--- config.mk ---
export PLATFORM = sky130hd
export DESIGN_NAME = clkdiv_multi
export DESIGN_NICKNAME = d
export VERILOG_FILES = /design/src/rtl/clkdiv_multi.sv
export SDC_FILE = /design/constraint.sdc
export NUM_CORES = 1
export LEC_CHECK = 0
export BUFFER_PORTS_ARGS = -buffer_cell sky130_fd_sc_hd__buf_2
export CAP_MARGIN = 15
export CORE_MARGIN = 2
export CORE_UTILIZATION = 55
export DETAILED_ROUTE_END_ITERATION = 7
export GPL_TIMING_DRIVEN = 0
export PLACE_DENSITY = 0.78
export SYNTH_ARGS = -nofsm -noshare
export SYNTH_HDL_FRONTEND = slang
export SYNTH_SLANG_ARGS = --single-unit
export TNS_END_PERCENT = 100
--- constraint.sdc ---
create_clock -name clk -period 5.1 [get_ports clk]
set_clock_uncertainty 0.1 [all_clocks]
set_input_delay 1.02 -clock clk [delete_from_list [all_inputs] [get_ports clk]]
set_output_delay 1.02 -clock clk [all_outputs]
set_load 0.01 [all_outputs]
--- src/rtl/clkdiv_multi.sv ---
// ============================================================================
//  Module      : clkdiv_multi
//  Description : Multi-channel runtime-programmable clock divider. Each of NCH
//                channels produces a divided square wave or single-cycle pulse
//                train plus a wrap tick. Divisor/mode writes go through a
//                per-channel shadow register and are applied glitch-free at
//                the next wrap (or at once when the channel is idle).
//  Options     : CLKDIV_SYNC_EN - adds a 'sync' input that restarts all
//                channels at count 0 and applies pending shadows.
//  Revision    : 1.0 - initial release
// ============================================================================
`default_nettype none

module clkdiv_multi #(
  parameter int CLK_FREQ = 50_000_000,
  parameter int NCH      = 4,
  parameter int CW       = 32,
  parameter int DEF_FREQ = 1
) (
  input  logic                                clk,
  input  logic                                rst,
  input  logic [NCH-1:0]                      en,
  input  logic                                wr_en,
  input  logic [((NCH>1)?$clog2(NCH):1)-1:0]  wr_ch,
  input  logic [CW-1:0]                       wr_half,
  input  logic                                wr_mode,
`ifdef CLKDIV_SYNC_EN
  input  logic                                sync,
`endif
  output logic [NCH-1:0]                      clk_out,
  output logic [NCH-1:0]                      tick,
  output logic [NCH-1:0]                      pending
);

  localparam int            WCH        = (NCH > 1) ? $clog2(NCH) : 1;
  localparam logic [CW-1:0] c_DEF_HALF = CW'(CLK_FREQ / (2 * DEF_FREQ));
  localparam logic [CW-1:0] c_ONE      = CW'(1);
  localparam logic [CW-1:0] c_ZERO     = '0;

  genvar i;
  generate
    for (i = 0; i < NCH; i++) begin : g_ch
      // Channel index as a wr_ch-width constant; indices >= NCH never match.
      localparam logic [WCH-1:0] c_IDX = WCH'(i);

      logic [CW-1:0] r_cnt;
      logic [CW-1:0] r_half;
      logic          r_mode;
      logic [CW-1:0] r_sh_half;
      logic          r_sh_mode;
      logic          r_pend;
      logic          r_out;
      logic          r_tick;

      logic          w_wr_hit;
      logic          w_idle;
      logic          w_wrap;
      logic [CW-1:0] w_next_half;
      logic          w_next_mode;

      assign w_wr_hit    = wr_en && (wr_ch == c_IDX);
      assign w_idle      = !en[i] || (r_half == c_ZERO);
      assign w_wrap      = !w_idle && (r_cnt == (r_half - c_ONE));
      // Divisor/mode in force after this edge's wrap (shadow wins if pending).
      assign w_next_half = r_pend ? r_sh_half : r_half;
      assign w_next_mode = r_pend ? r_sh_mode : r_mode;

      // Per-channel counter, output shaping and shadow/apply handling.
      always_ff @(posedge clk) begin
        if (!rst) begin
          r_cnt     <= c_ZERO;
          r_half    <= c_DEF_HALF;
          r_mode    <= 1'b0;
          r_sh_half <= c_DEF_HALF;
          r_sh_mode <= 1'b0;
          r_pend    <= 1'b0;
          r_out     <= 1'b0;
          r_tick    <= 1'b0;
        end else begin
          r_tick <= 1'b0;
`ifdef CLKDIV_SYNC_EN
          if (sync) begin
            // Phase-align: restart from zero and take any pending shadow.
            r_cnt <= c_ZERO;
            r_out <= 1'b0;
            if (r_pend) begin
              r_half <= r_sh_half;
              r_mode <= r_sh_mode;
              r_pend <= 1'b0;
            end
          end else
`endif
          if (w_idle) begin
            // Idle channel: apply at once and restart the period cleanly,
            // otherwise hold (disabled) or park at zero (half==0).
            if (r_pend) begin
              r_half <= r_sh_half;
              r_mode <= r_sh_mode;
              r_pend <= 1'b0;
              r_cnt  <= c_ZERO;
              r_out  <= 1'b0;
            end else if (r_half == c_ZERO) begin
              r_cnt <= c_ZERO;
              r_out <= 1'b0;
            end
          end else if (w_wrap) begin
            r_cnt  <= c_ZERO;
            r_tick <= 1'b1;
            if (r_pend) begin
              r_half <= r_sh_half;
              r_mode <= r_sh_mode;
              r_pend <= 1'b0;
            end
            // Output takes the value of the mode in force from this wrap on.
            if (w_next_half == c_ZERO) begin
              r_out <= 1'b0;
            end else if (w_next_mode) begin
              r_out <= 1'b1;
            end else begin
              r_out <= ~r_out;
            end
          end else begin
            r_cnt <= r_cnt + c_ONE;
            if (r_mode) begin
              r_out <= 1'b0;
            end
          end

          // A write lands after any apply above, so it stays pending.
          if (w_wr_hit) begin
            r_sh_half <= wr_half;
            r_sh_mode <= wr_mode;
            r_pend    <= 1'b1;
          end
        end
      end

      assign clk_out[i] = r_out;
      assign tick[i]    = r_tick;
      assign pending[i] = r_pend;
    end
  endgenerate

endmodule

`default_nettype wire

==> results of run 1 <==
-- metal layers --
metal	vias up	GRT usage, %
met3	201	5.246
met2	942	50.81
met1	9919	42.23
met4	0	13.50
li1	9798	-
met5	-	0
-- how the worst max path moves through the flow --
| stage | slack [ps] | to |
|---|---|---|
| after floorplan | 1550 | g_ch[3].r_half[10]$_SDFFE_PN0P_ |
| after global placement | 680 | g_ch[3].r_cnt[4]$_SDFFE_PN0P_ |
| after detailed placement | 540 | g_ch[3].r_cnt[6]$_SDFFE_PN0P_ |
| after CTS | 540 | g_ch[3].r_cnt[8]$_SDFFE_PN0P_ |
| after global routing | 130 | g_ch[3].r_cnt[3]$_SDFFE_PN0P_ |
| final | 470 | g_ch[3].r_cnt[8]$_SDFFE_PN0P_ |
-- cell type report --
| cell class | instances | area (um^2) |
|---|---|---|
| multi-input cells | 2109 | 12820 |
| well taps | 525 | 656.9 |
| clock inverters | 26 | 369.1 |
| diodes | 1 | 2.502 |
| plain buffers | 185 | 874.6 |
| flip-flops and latches | 404 | 8088 |
| fillers | 3462 | 15080 |
| inverters | 47 | 176.4 |
| clock buffers | 54 | 1220 |
| repair buffers | 53 | 265.3 |
-- worst min-delay path: cells and delay by family (launching register included) --
family,cells,cell delay [ps]
flip-flops,1,310
AND/OR/NAND/NOR,1,50
multiplexers,1,60
-- registers in the layout, indices dropped and copies added, names as in the netlist --
name	count
g_ch.r_cnt	128
g_ch.r_half	128
g_ch.r_sh_half	128
g_ch.r_mode	4
g_ch.r_out	4
g_ch.r_pend	4
g_ch.r_sh_mode	4
g_ch.r_tick	4
-- power breakdown --
| group | switching (mW) | leakage, nW | internal (mW) | total, mW |
|---|---|---|---|---|
| Sequential | 0.0553 | 3.27 | 3.21 | 3.26 |
| Clock | 1.36 | 0.780 | 2.15 | 3.51 |
| Combinational | 0.294 | 4.06 | 0.118 | 0.412 |
-- stage by stage --
stage | power [mW] | worst slack (ps)
3_3_place_gp | 3.713 | 684.8
3_5_place_dp | 3.725 | 542.5
2_1_floorplan | 3.557 | 1553
5_1_grt | 7.380 | 130.8
6_report | 7.186 | 470.1
4_1_cts | 7.205 | 540.2
-- cells in the final DEF, fill, tap and decap left out, types with 13 or more instances in the layout --
cell type	netlist	layout
nand2_1	526	526
dfxtp_1	404	404
nor2_1	206	206
xnor2_1	188	188
clkbuf_1	139	142
mux2i_1	142	142
nor3_1	135	135
a21oi_1	133	133
nand3_1	118	118
xor2_1	96	96
nor4_1	77	77
buf_2	18	70
nand4_1	62	62
inv_1	46	46
clkbuf_16	0	45
or4_1	36	36
a211oi_1	36	36
o21ai_0	29	29
and3_1	27	27
or3_1	24	24
buf_4	19	19
nand2b_1	17	17
o22ai_1	15	15
or2_2	13	13
nor2b_1	13	13
-- synthesized netlist by cell type (9+ instances only) --
cell,count
o31ai_1,10
nand4_1,62
buf_2,18
and4_1,11
nand2b_1,17
dfxtp_1,404
or3_1,24
nor3b_1,11
clkbuf_1,139
or4b_2,11
xor2_1,96
o22ai_1,15
nand3b_1,10
o21ai_0,29
nand3_1,118
nor2b_1,13
buf_4,19
and2_1,12
nor2_1,206
nor4_1,77
or2_2,13
and3_1,27
a21oi_1,133
inv_1,46
nand2_1,526
ha_1,12
or4_1,36
mux2i_1,142
a211oi_1,36
xnor2_1,188
nor4b_1,9
nor3_1,135
-- cell families after synthesis --
| logic type | Yosys count | share of synthesized area [%] |
|---|---|---|
| AOI/OAI and AO/OA | 319 | 9.641 |
| xor gates and xnor gates | 286 | 11.53 |
| adders and majority gates | 12 | 0.6837 |
| buffers and inverters | 232 | 4.786 |
| DFF | 404 | 36.83 |
| muxes | 144 | 6.575 |
| and+or+nand+nor | 1348 | 29.95 |
==> out/qor.txt, run 1 <==
Outcome - completed
Initial cell density of the core - 55.52%
Clk slew on worst S/H paths - 60 ps
Area grow syn2layout - 11.45%
Initial antenna violation count - 1
Crit. path cell count - 12
Mapped Area - 21960 um^2
Post-CTS Hold Fix Bufs - 0
Crit path launch type - flop
Post-synth top area share - 36.83%
Period utilisation layout - 90.78%
WP buf/inv - 3
Critical register-to-register path startpoint - g_ch[3].r_half[0]$_SDFFE_PN0P_
Fmax - 0.2160 GHz
First-pass GRT wire length - 105100 um
YS warnings - 0
Largest fanout on the critical path - 10
Placeable Area - 39550 um^2
Vias - 20860
Static leakage - 8.112 nW
Endpoints failing setup - 0
CTS max path bufs - 3
Die Ht - 203.8 um
Crit end category - flop
Crit path kind - reg -> reg
Hold Startpoint - g_ch[0].r_mode$_SDFFE_PN0P_
Synth area leader - dfxtp_1
Routed length on met3 - 5711 um
Top layer reached by signal wires - met4
Tot GR Track Use - 31.70%
Vias in the first global route - 19600
Resized cells post-CTS - 0
Wire length per cell - 19.64 um
Unrepaired setup endpoints after global routing - no
Slowest stage delay, CP - 750 ps
CP top delay family - simple AND/OR/NAND/NOR gates
Min-delay worst type - reg -> reg
Most used cell, CP - nor4b_1
Die area - 41540 um^2
CTS root buf - clkbuf_16
Top post-synthesis cells by area - dfxtp_1 37%, nand2_1 9.0%, xnor2_1 7.5%
Reg2reg path depth - 12
Mapped Cells - 2745
Slew Limit Fails - 0
Htree depth - 2
Final Instance Area - 24470 um^2
Hold Path Stages - 2
Slowest-stage cell, CP - nor4b_1
Largest net degree at the start of global routing - 15
Max_slew headroom - 28.56%
Maximum VDD drop - 0.2647 mV
DR iter-0 viols - 2092
Reg2Reg Setup Slack - 470 ps
Power Density - 293.6 nW/um^2
Drt pass-1 iters - 6
Remaining DRCs - 0
RR Endpoint - g_ch[3].r_cnt[8]$_SDFFE_PN0P_
Dominant synthesized flop cell - dfxtp_1
Min cycle time layout - 4630 ps
Number of placed instances, taps included - 3322
Total grt overflow - 0
Worst Path Arrival - 4970 ps
Worst-margin pin slew - 1069 ps
Final core area utilization - 61.88%
Worst hold endpoint - g_ch[0].r_mode$_SDFFE_PN0P_
EDFF count, synth - 0
Antenna viol nets, final - 0
Die width - 203.8 um
Fin. Hold Viols - 0
Setup bufs post-CTS - 0
WP data required - 5440 ps
GP Congestion - 0.9822
Row cnt - 73
Synth async-reset ratio - 0%
Hold_ws - 369.3 ps
Port Buffer Count - 51
Crit-path cells - inv_1 -> ha_1 -> clkbuf_1 -> nor4b_1 -> nand2_1 -> or4_1 -> nor4b_1 -> a211o_1 -> o211ai_1 -> o21bai_1 -> buf_2 -> a21oi_1
Sequential share of the synthesized area - 36.83%
Share of layout cells above drive strength 1 - 7.887%
Clock sinks - 404
CTS Buf Count - 44
#FFs+latches synth - 404
Post-DP Area - 22880 um^2
Met2 wire len - 30200 um
Via density per instance - 6.128
Final non-filler cell total - 3404
Post-Syn Nets - 2799
Critical path launch point - g_ch[3].r_half[0]$_SDFFE_PN0P_
Count of max-cap constraint violations - 0
Skew-Pair Late Insertion Delay - 570 ps
TritonCTS clock tree - yes
Setup TNS - 0 ps
Final net count - 2898
Syn avg cell area - 7.999 um^2
Unique masters post-synth - 85
Dpl hpwl - 49790 um
Top Ports - 54
Final WL - 66850 um
M1 WL - 28090 um
(Power assumes the default switching activity.)
==> run 2: changes to the inputs <==
BUFFER_PORTS_ARGS = unset   (was -buffer_cell sky130_fd_sc_hd__buf_2)
DONT_BUFFER_PORTS = 1   (was unset)
PLACE_DENSITY = 0.76   (was 0.78)
RECOVER_POWER = 25   (was unset)
==> run 2 against run 1 <==
  * Count of clock-buffer cells in the layout up 4
  * Cell count shrank 1.6%
  * Critical path depth unchanged
  * Cell area down 1.4%
  * First-iteration DRC count decreased by 3.3%
  * Via count fell by 1.9%
  * Register-to-register slack better by 30 ps
  * Hold slack better by 0.61 ps
  * Non-clock buffer count down 51
  * Die area unchanged
  * Wire length rose by 0.19%
  * Largest cell class unchanged
==> out/qor.txt, run 2 (synthesized netlist as in run 1, its figures left out) <==
Vias - 20460 (-1.9%)
Unrepaired setup endpoints after global routing - no
Total grt overflow - 0 (unchanged)
Die Ht - 203.8 um (unchanged)
Crit path launch type - flop
Pre-CTS setup slack - 604.4 ps (+61.88 ps)
Commonest non-fill, non-tap cells in the layout - 526 x nand2_1, 404 x dfxtp_1, 206 x nor2_1, 188 x xnor2_1, 158 x clkbuf_1
Die width - 203.8 um (unchanged)
Hold_ws - 369.9 ps (+0.6090 ps)
Crit-path cells - inv_1 -> ha_1 -> clkbuf_1 -> or4b_1 -> or4_1 -> a2111oi_0 -> o2111ai_1 -> nor4_1 -> nand4_1 -> o21bai_1 -> buf_2 -> a21oi_1
Clock sinks - 404 (unchanged)
# diodes - 0 (-1)
Crit end category - flop
Static leakage - 7.822 nW (-3.6%)
Largest fanout on the critical path - 10 (unchanged)
Final core area utilization - 61.03% (-0.84 points)
Fmax - 0.2174 GHz (+0.65%)
Setup TNS - 0 ps (unchanged)
Number of placed instances, taps included - 3271 (-1.5%)
First-pass GRT wire length - 105500 um (+0.32%)
Post-CTS Hold Fix Bufs - 0 (unchanged)
Share of layout cells above drive strength 1 - 5.558% (-2.3 points)
Maximum VDD drop - 0.2391 mV (-9.7%)
CTS Buf Count - 43 (-2.3%)
Tot GR Track Use - 31.87% (+0.18 points)
Via density per instance - 6.109 (-0.32%)
Final non-filler cell total - 3350 (-1.6%)
Wire length per cell - 19.99 um (+1.8%)
Commonest non-fill, non-tap cell in the layout - nand2_1
CP top delay family - simple AND/OR/NAND/NOR gates
Count of max-cap constraint violations - 0 (unchanged)
Clk slew on worst S/H paths - 60 ps (about the same)
Power Density - 293.2 nW/um^2 (-0.14%)
Skew-Pair Late Insertion Delay - 590 ps (+20 ps)
Htree depth - 2 (unchanged)
Initial cell density of the core - 55.52% (unchanged)
Slowest stage delay, CP - 690 ps (-60 ps)
WP buf/inv - 3 (unchanged)
Remaining DRCs - 0 (unchanged)
TritonCTS clock tree - yes
Dpl hpwl - 50150 um (+0.72%)
Antenna viol nets, final - 0 (unchanged)
Initial antenna violation count - 0 (-1)
Resized cells post-CTS - 0 (unchanged)
Final WL - 66980 um (+0.19%)
Power Total - 7.078 mW (-1.5%)
Endpoints failing setup - 0 (unchanged)
Min-delay worst type - reg -> reg
PnR worst setup slack - 499.9 ps (+29.80 ps)
Setup bufs post-CTS - 0 (unchanged)
Drt pass-1 iters - 8 (+2)
CTS root buf - clkbuf_16
Top Ports - 54 (unchanged)
Row cnt - 73 (unchanged)
GP Congestion - 0.9349 (-4.8%)
Fill count - 3523 (+1.8%)
Outcome - completed
Final net count - 2846 (-1.8%)
Port Buffer Count - 0 (-100%)
Worst Path Arrival - 4960 ps (about the same)
DR iter-0 viols - 2024 (-3.3%)
Min cycle time layout - 4600 ps (-29.80 ps)
Worst-margin pin slew - 1118 ps (+49.17 ps)
Slowest-stage cell, CP - o21bai_1
CTS max path bufs - 3 (unchanged)
Vias in the first global route - 19390 (-1.1%)
Fin. Hold Viols - 0 (unchanged)
Largest net degree at the start of global routing - 14 (-1)
Placeable Area - 39550 um^2 (unchanged)
Final Instance Area - 24140 um^2 (-1.4%)
Max_slew headroom - 25.44% (-3.1 points)
Area grow syn2layout - 9.926%
Regs by FF count - g_ch.r_cnt (128), g_ch.r_half (128), g_ch.r_sh_half (128)
Post-DP Area - 22620 um^2 (-1.1%)
Crit path kind - reg -> reg
Period utilisation layout - 90.20% (-0.58 points)
WP data required - 5460 ps (+20 ps)
Slew Limit Fails - 0 (unchanged)
Die area - 41540 um^2 (unchanged)
run 2: cell types whose count changed in the layout (fill, tap and decap cells not counted), sizes merged:
cell      before  now
diode          1    0
inv           47   50
clkinvlp       4    2
clkbuf       194  210
clkinv        13    6
buf           98   35
run 2: power by group:
| part | internal, mW | leakage, nW | switching, mW | total, mW |
|---|---|---|---|---|
| combinational | 0.106 | 3.79 | 0.243 | 0.349 |
| clock | 2.13 | 0.760 | 1.34 | 3.47 |
| sequential | 3.21 | 3.27 | 0.0554 | 3.26 |
run 2: path summary, 6_finish.rpt:
check / end / from / depth (start not counted) / slack (ps)
setup / recovery: g_ch[3].r_cnt[5]$_SDFFE_PN0P_ / g_ch[3].r_half[0]$_SDFFE_PN0P_ / 12 / 500
hold / removal: g_ch[3].r_half[29]$_SDFFE_PN0P_ / g_ch[3].r_sh_half[29]$_SDFFE_PN0P_ / 2 / 370
setup reg to reg: g_ch[3].r_cnt[5]$_SDFFE_PN0P_ / g_ch[3].r_half[0]$_SDFFE_PN0P_ / 12 / 500
hold reg to reg: g_ch[3].r_half[29]$_SDFFE_PN0P_ / g_ch[3].r_sh_half[29]$_SDFFE_PN0P_ / 2 / 370
run 2: layer usage:
layer  track usage [%]  wire [um]  vias up
met4             11.52       2413        0
met1             42.51      28350     9754
li1                  -          -     9703
met2             51.64      30330      856
met3             5.740       5893      151
met5                 0          0        -
run 2: cell type report:
cell class	count	area (um^2)	area share, %
well taps	525	656.9	2.721
clock buffers	58	1212	5.023
multi-input cells	2109	12820	53.11
flip-flops and latches	404	8088	33.51
inverters	47	176.4	0.7309
plain buffers	185	829.5	3.437
clock inverters	20	345.3	1.431
repair buffers	2	10.01	0.04147
run 2: worst min-delay path, delay by kind of cell, from the launching register on:
family | cells | cell delay (ps)
flip-flops | 1 | 320
multiplexers | 1 | 50
AND/OR/NAND/NOR | 1 | 60
==> run 3: changes to the inputs <==
PLACE_DENSITY = 0.81   (was 0.76)
==> run 3 against run 2 <==
  * The run now ends with DRC left
  * Maximum frequency fell by 1.5%
  * Non-clock buffer count did not move
  * Cell count barely moved
  * Cell area fell by 0.32%
  * Sequential cell count did not move
  * Largest power group unchanged
==> out/qor.txt, run 3 (synthesized netlist as in run 1, its figures left out) <==
Tot GR Track Use - 32.03% (+0.16 points)
Htree depth - 2 (unchanged)
Count of max-cap constraint violations - 0 (unchanged)
Min-delay worst type - reg -> reg
Initial antenna violation count - 0 (unchanged)
Slew Limit Fails - 0 (unchanged)
Crit path to - g_ch[3].r_cnt[8]$_SDFFE_PN0P_
CTS Buf Count - 44 (+2.3%)
Commonest non-fill, non-tap cell in the layout - nand2_1
Multi-input logic area - 12820 um^2 (unchanged)
CTS max path bufs - 3 (unchanged)
Power Density - 288.1 nW/um^2 (-1.7%)
Final core area utilization - 60.84% (-0.20 points)
Pre-CTS setup slack - 543.3 ps (-61.08 ps)
Via density per instance - 6.188 (+1.3%)
Resized cells post-CTS - 0 (unchanged)
First-pass GRT wire length - 106600 um (+1.0%)
Fmax - 0.2141 GHz (-1.5%)
Maximum VDD drop - 0.3106 mV (+30%)
Reg2Reg Setup Slack - 430 ps (-70 ps)
Initial cell density of the core - 55.52% (unchanged)
Clk slew on worst S/H paths - 60 ps (about the same)
Setup TNS - 0 ps (unchanged)
Crit path kind - reg -> reg
Largest fanout on the critical path - 10 (unchanged)
Largest net degree at the start of global routing - 14 (unchanged)
Drt pass-1 iters - 8 (unchanged)
Static leakage - 7.769 nW (-0.68%)
RR Endpoint - g_ch[3].r_cnt[8]$_SDFFE_PN0P_
Port Buffer Count - 0 (unchanged)
Setup bufs post-CTS - 0 (unchanged)
Row cnt - 73 (unchanged)
Reg2reg path depth - 12 (unchanged)
WP data required - 5450 ps (about the same)
DR iter-0 viols - 2084 (+3.0%)
Period utilisation layout - 91.56% (+1.4 points)
Area grow syn2layout - 9.573%
Vias in the first global route - 19880 (+2.5%)
Endpoints failing setup - 0 (unchanged)
Antenna viol nets, final - 0 (unchanged)
Die Ht - 203.8 um (unchanged)
CTS root buf - clkbuf_16
Dpl hpwl - 50430 um (+0.56%)
Register area - 8088 um^2 (unchanged)
Power Total - 6.932 mW (-2.1%)
TritonCTS clock tree - yes
Regs by FF count - g_ch.r_cnt (128), g_ch.r_half (128), g_ch.r_sh_half (128)
Vias - 20720 (+1.3%)
Post-CTS Hold Fix Bufs - 0 (unchanged)
Fin. Hold Viols - 0 (unchanged)
Share of layout cells above drive strength 1 - 5.453% (-0.10 points)
Outcome - finished with violations
Placeable Area - 39550 um^2 (unchanged)
Max_slew headroom - 31.76% (+6.3 points)
Final net count - 2847 (+0.035%)
Top Ports - 54 (unchanged)
Violated checks - DRC
Final WL - 67480 um (+0.75%)
Worst Path Arrival - 5020 ps (+60 ps)
Fill count - 3506 (-0.48%)
Total grt overflow - 0 (unchanged)
# diodes - 0 (unchanged)
Skew-Pair Late Insertion Delay - 580 ps (about the same)
Unrepaired setup endpoints after global routing - no
Remaining DRCs - 3 (+3)
Min cycle time layout - 4670 ps (+69.59 ps)
Critical register-to-register path startpoint - g_ch[3].r_half[0]$_SDFFE_PN0P_
Critical path launch point - g_ch[3].r_half[0]$_SDFFE_PN0P_
GP Congestion - 0.9896 (+5.9%)
Clock sinks - 404 (unchanged)
PnR worst setup slack - 430.3 ps (-69.59 ps)
Crit path launch type - flop
Crit end category - flop
Hold_ws - 368.8 ps (-1.099 ps)
Die area - 41540 um^2 (unchanged)
Wire length per cell - 20.15 um (+0.78%)
Die width - 203.8 um (unchanged)
Commonest non-fill, non-tap cells in the layout - 526 x nand2_1, 404 x dfxtp_1, 206 x nor2_1, 188 x xnor2_1, 160 x clkbuf_1
Worst-margin pin slew - 1024 ps (-94.86 ps)
## run 3: cell count changes in the layout (fill, tap and decap cells not counted), moves of 2 or more
cell,previous run,this run
bufinv_16,9,5
clkinvlp_4,2,6
clkbuf_1,158,160
clkbuf_16,43,45
inv_6,3,1
## run 3: cell type report
cell class	instances	area share (%)
Clock inverter	16	0.9308
Tap cell	525	2.730
Clock buffer	61	5.221
Multi-Input combinational cell	2109	53.28
Sequential cell	404	33.61
Timing Repair Buffer	2	0.04160
Inverter	47	0.7332
Buffer	185	3.448
## run 3: per-layer routing
metal / track usage (%) / wire length, um / vias to the layer above
li1: - / - / 9687
met4: 12.93 / 2865 / 0
met2: 52.27 / 30620 / 983
met3: 7.526 / 7016 / 207
met1: 40.79 / 26980 / 9845
met5: 0 / 0 / -
## run 3: power by group
part / internal [mW] / leakage [nW] / switching, mW / total [mW]
sequential: 3.21 / 3.27 / 0.0563 / 3.26
combinational: 0.106 / 3.79 / 0.248 / 0.354
clock: 1.97 / 0.707 / 1.34 / 3.31
total: 5.28 / 7.77 / 1.65 / 6.93
## run 3: through the flow
step	cells	instance area, um^2
floorplan	2745	21960
global placement	3270	22620
detailed placement	3271	22620
CTS	3348	24100
global route	3349	24060
finish	3349	24060
## run 3: critical path, stage by stage, from the launching register on
cell and delay [ps]:
dfxtp_1 390, inv_1 110, ha_1 140, clkbuf_1 300
nor4b_1 740, nand2_1 350, or4_1 610, nor4b_1 290
a211o_1 220, o211ai_1 200, o21bai_1 610, buf_2 380
a21oi_1 110
## run 3: worst min-delay path by stage
stage / from / end / depth (start not counted)
after floorplan: g_ch[0].r_mode$_SDFFE_PN0P_ / g_ch[0].r_mode$_SDFFE_PN0P_ / 2
after global placement: g_ch[0].r_mode$_SDFFE_PN0P_ / g_ch[0].r_mode$_SDFFE_PN0P_ / 2
after detailed placement: g_ch[0].r_mode$_SDFFE_PN0P_ / g_ch[0].r_mode$_SDFFE_PN0P_ / 2
after CTS: g_ch[0].r_mode$_SDFFE_PN0P_ / g_ch[0].r_mode$_SDFFE_PN0P_ / 2
after global routing: g_ch[0].r_sh_half[0]$_SDFFE_PN0P_ / g_ch[0].r_sh_half[0]$_SDFFE_PN0P_ / 2
final: g_ch[0].r_mode$_SDFFE_PN0P_ / g_ch[0].r_mode$_SDFFE_PN0P_ / 2
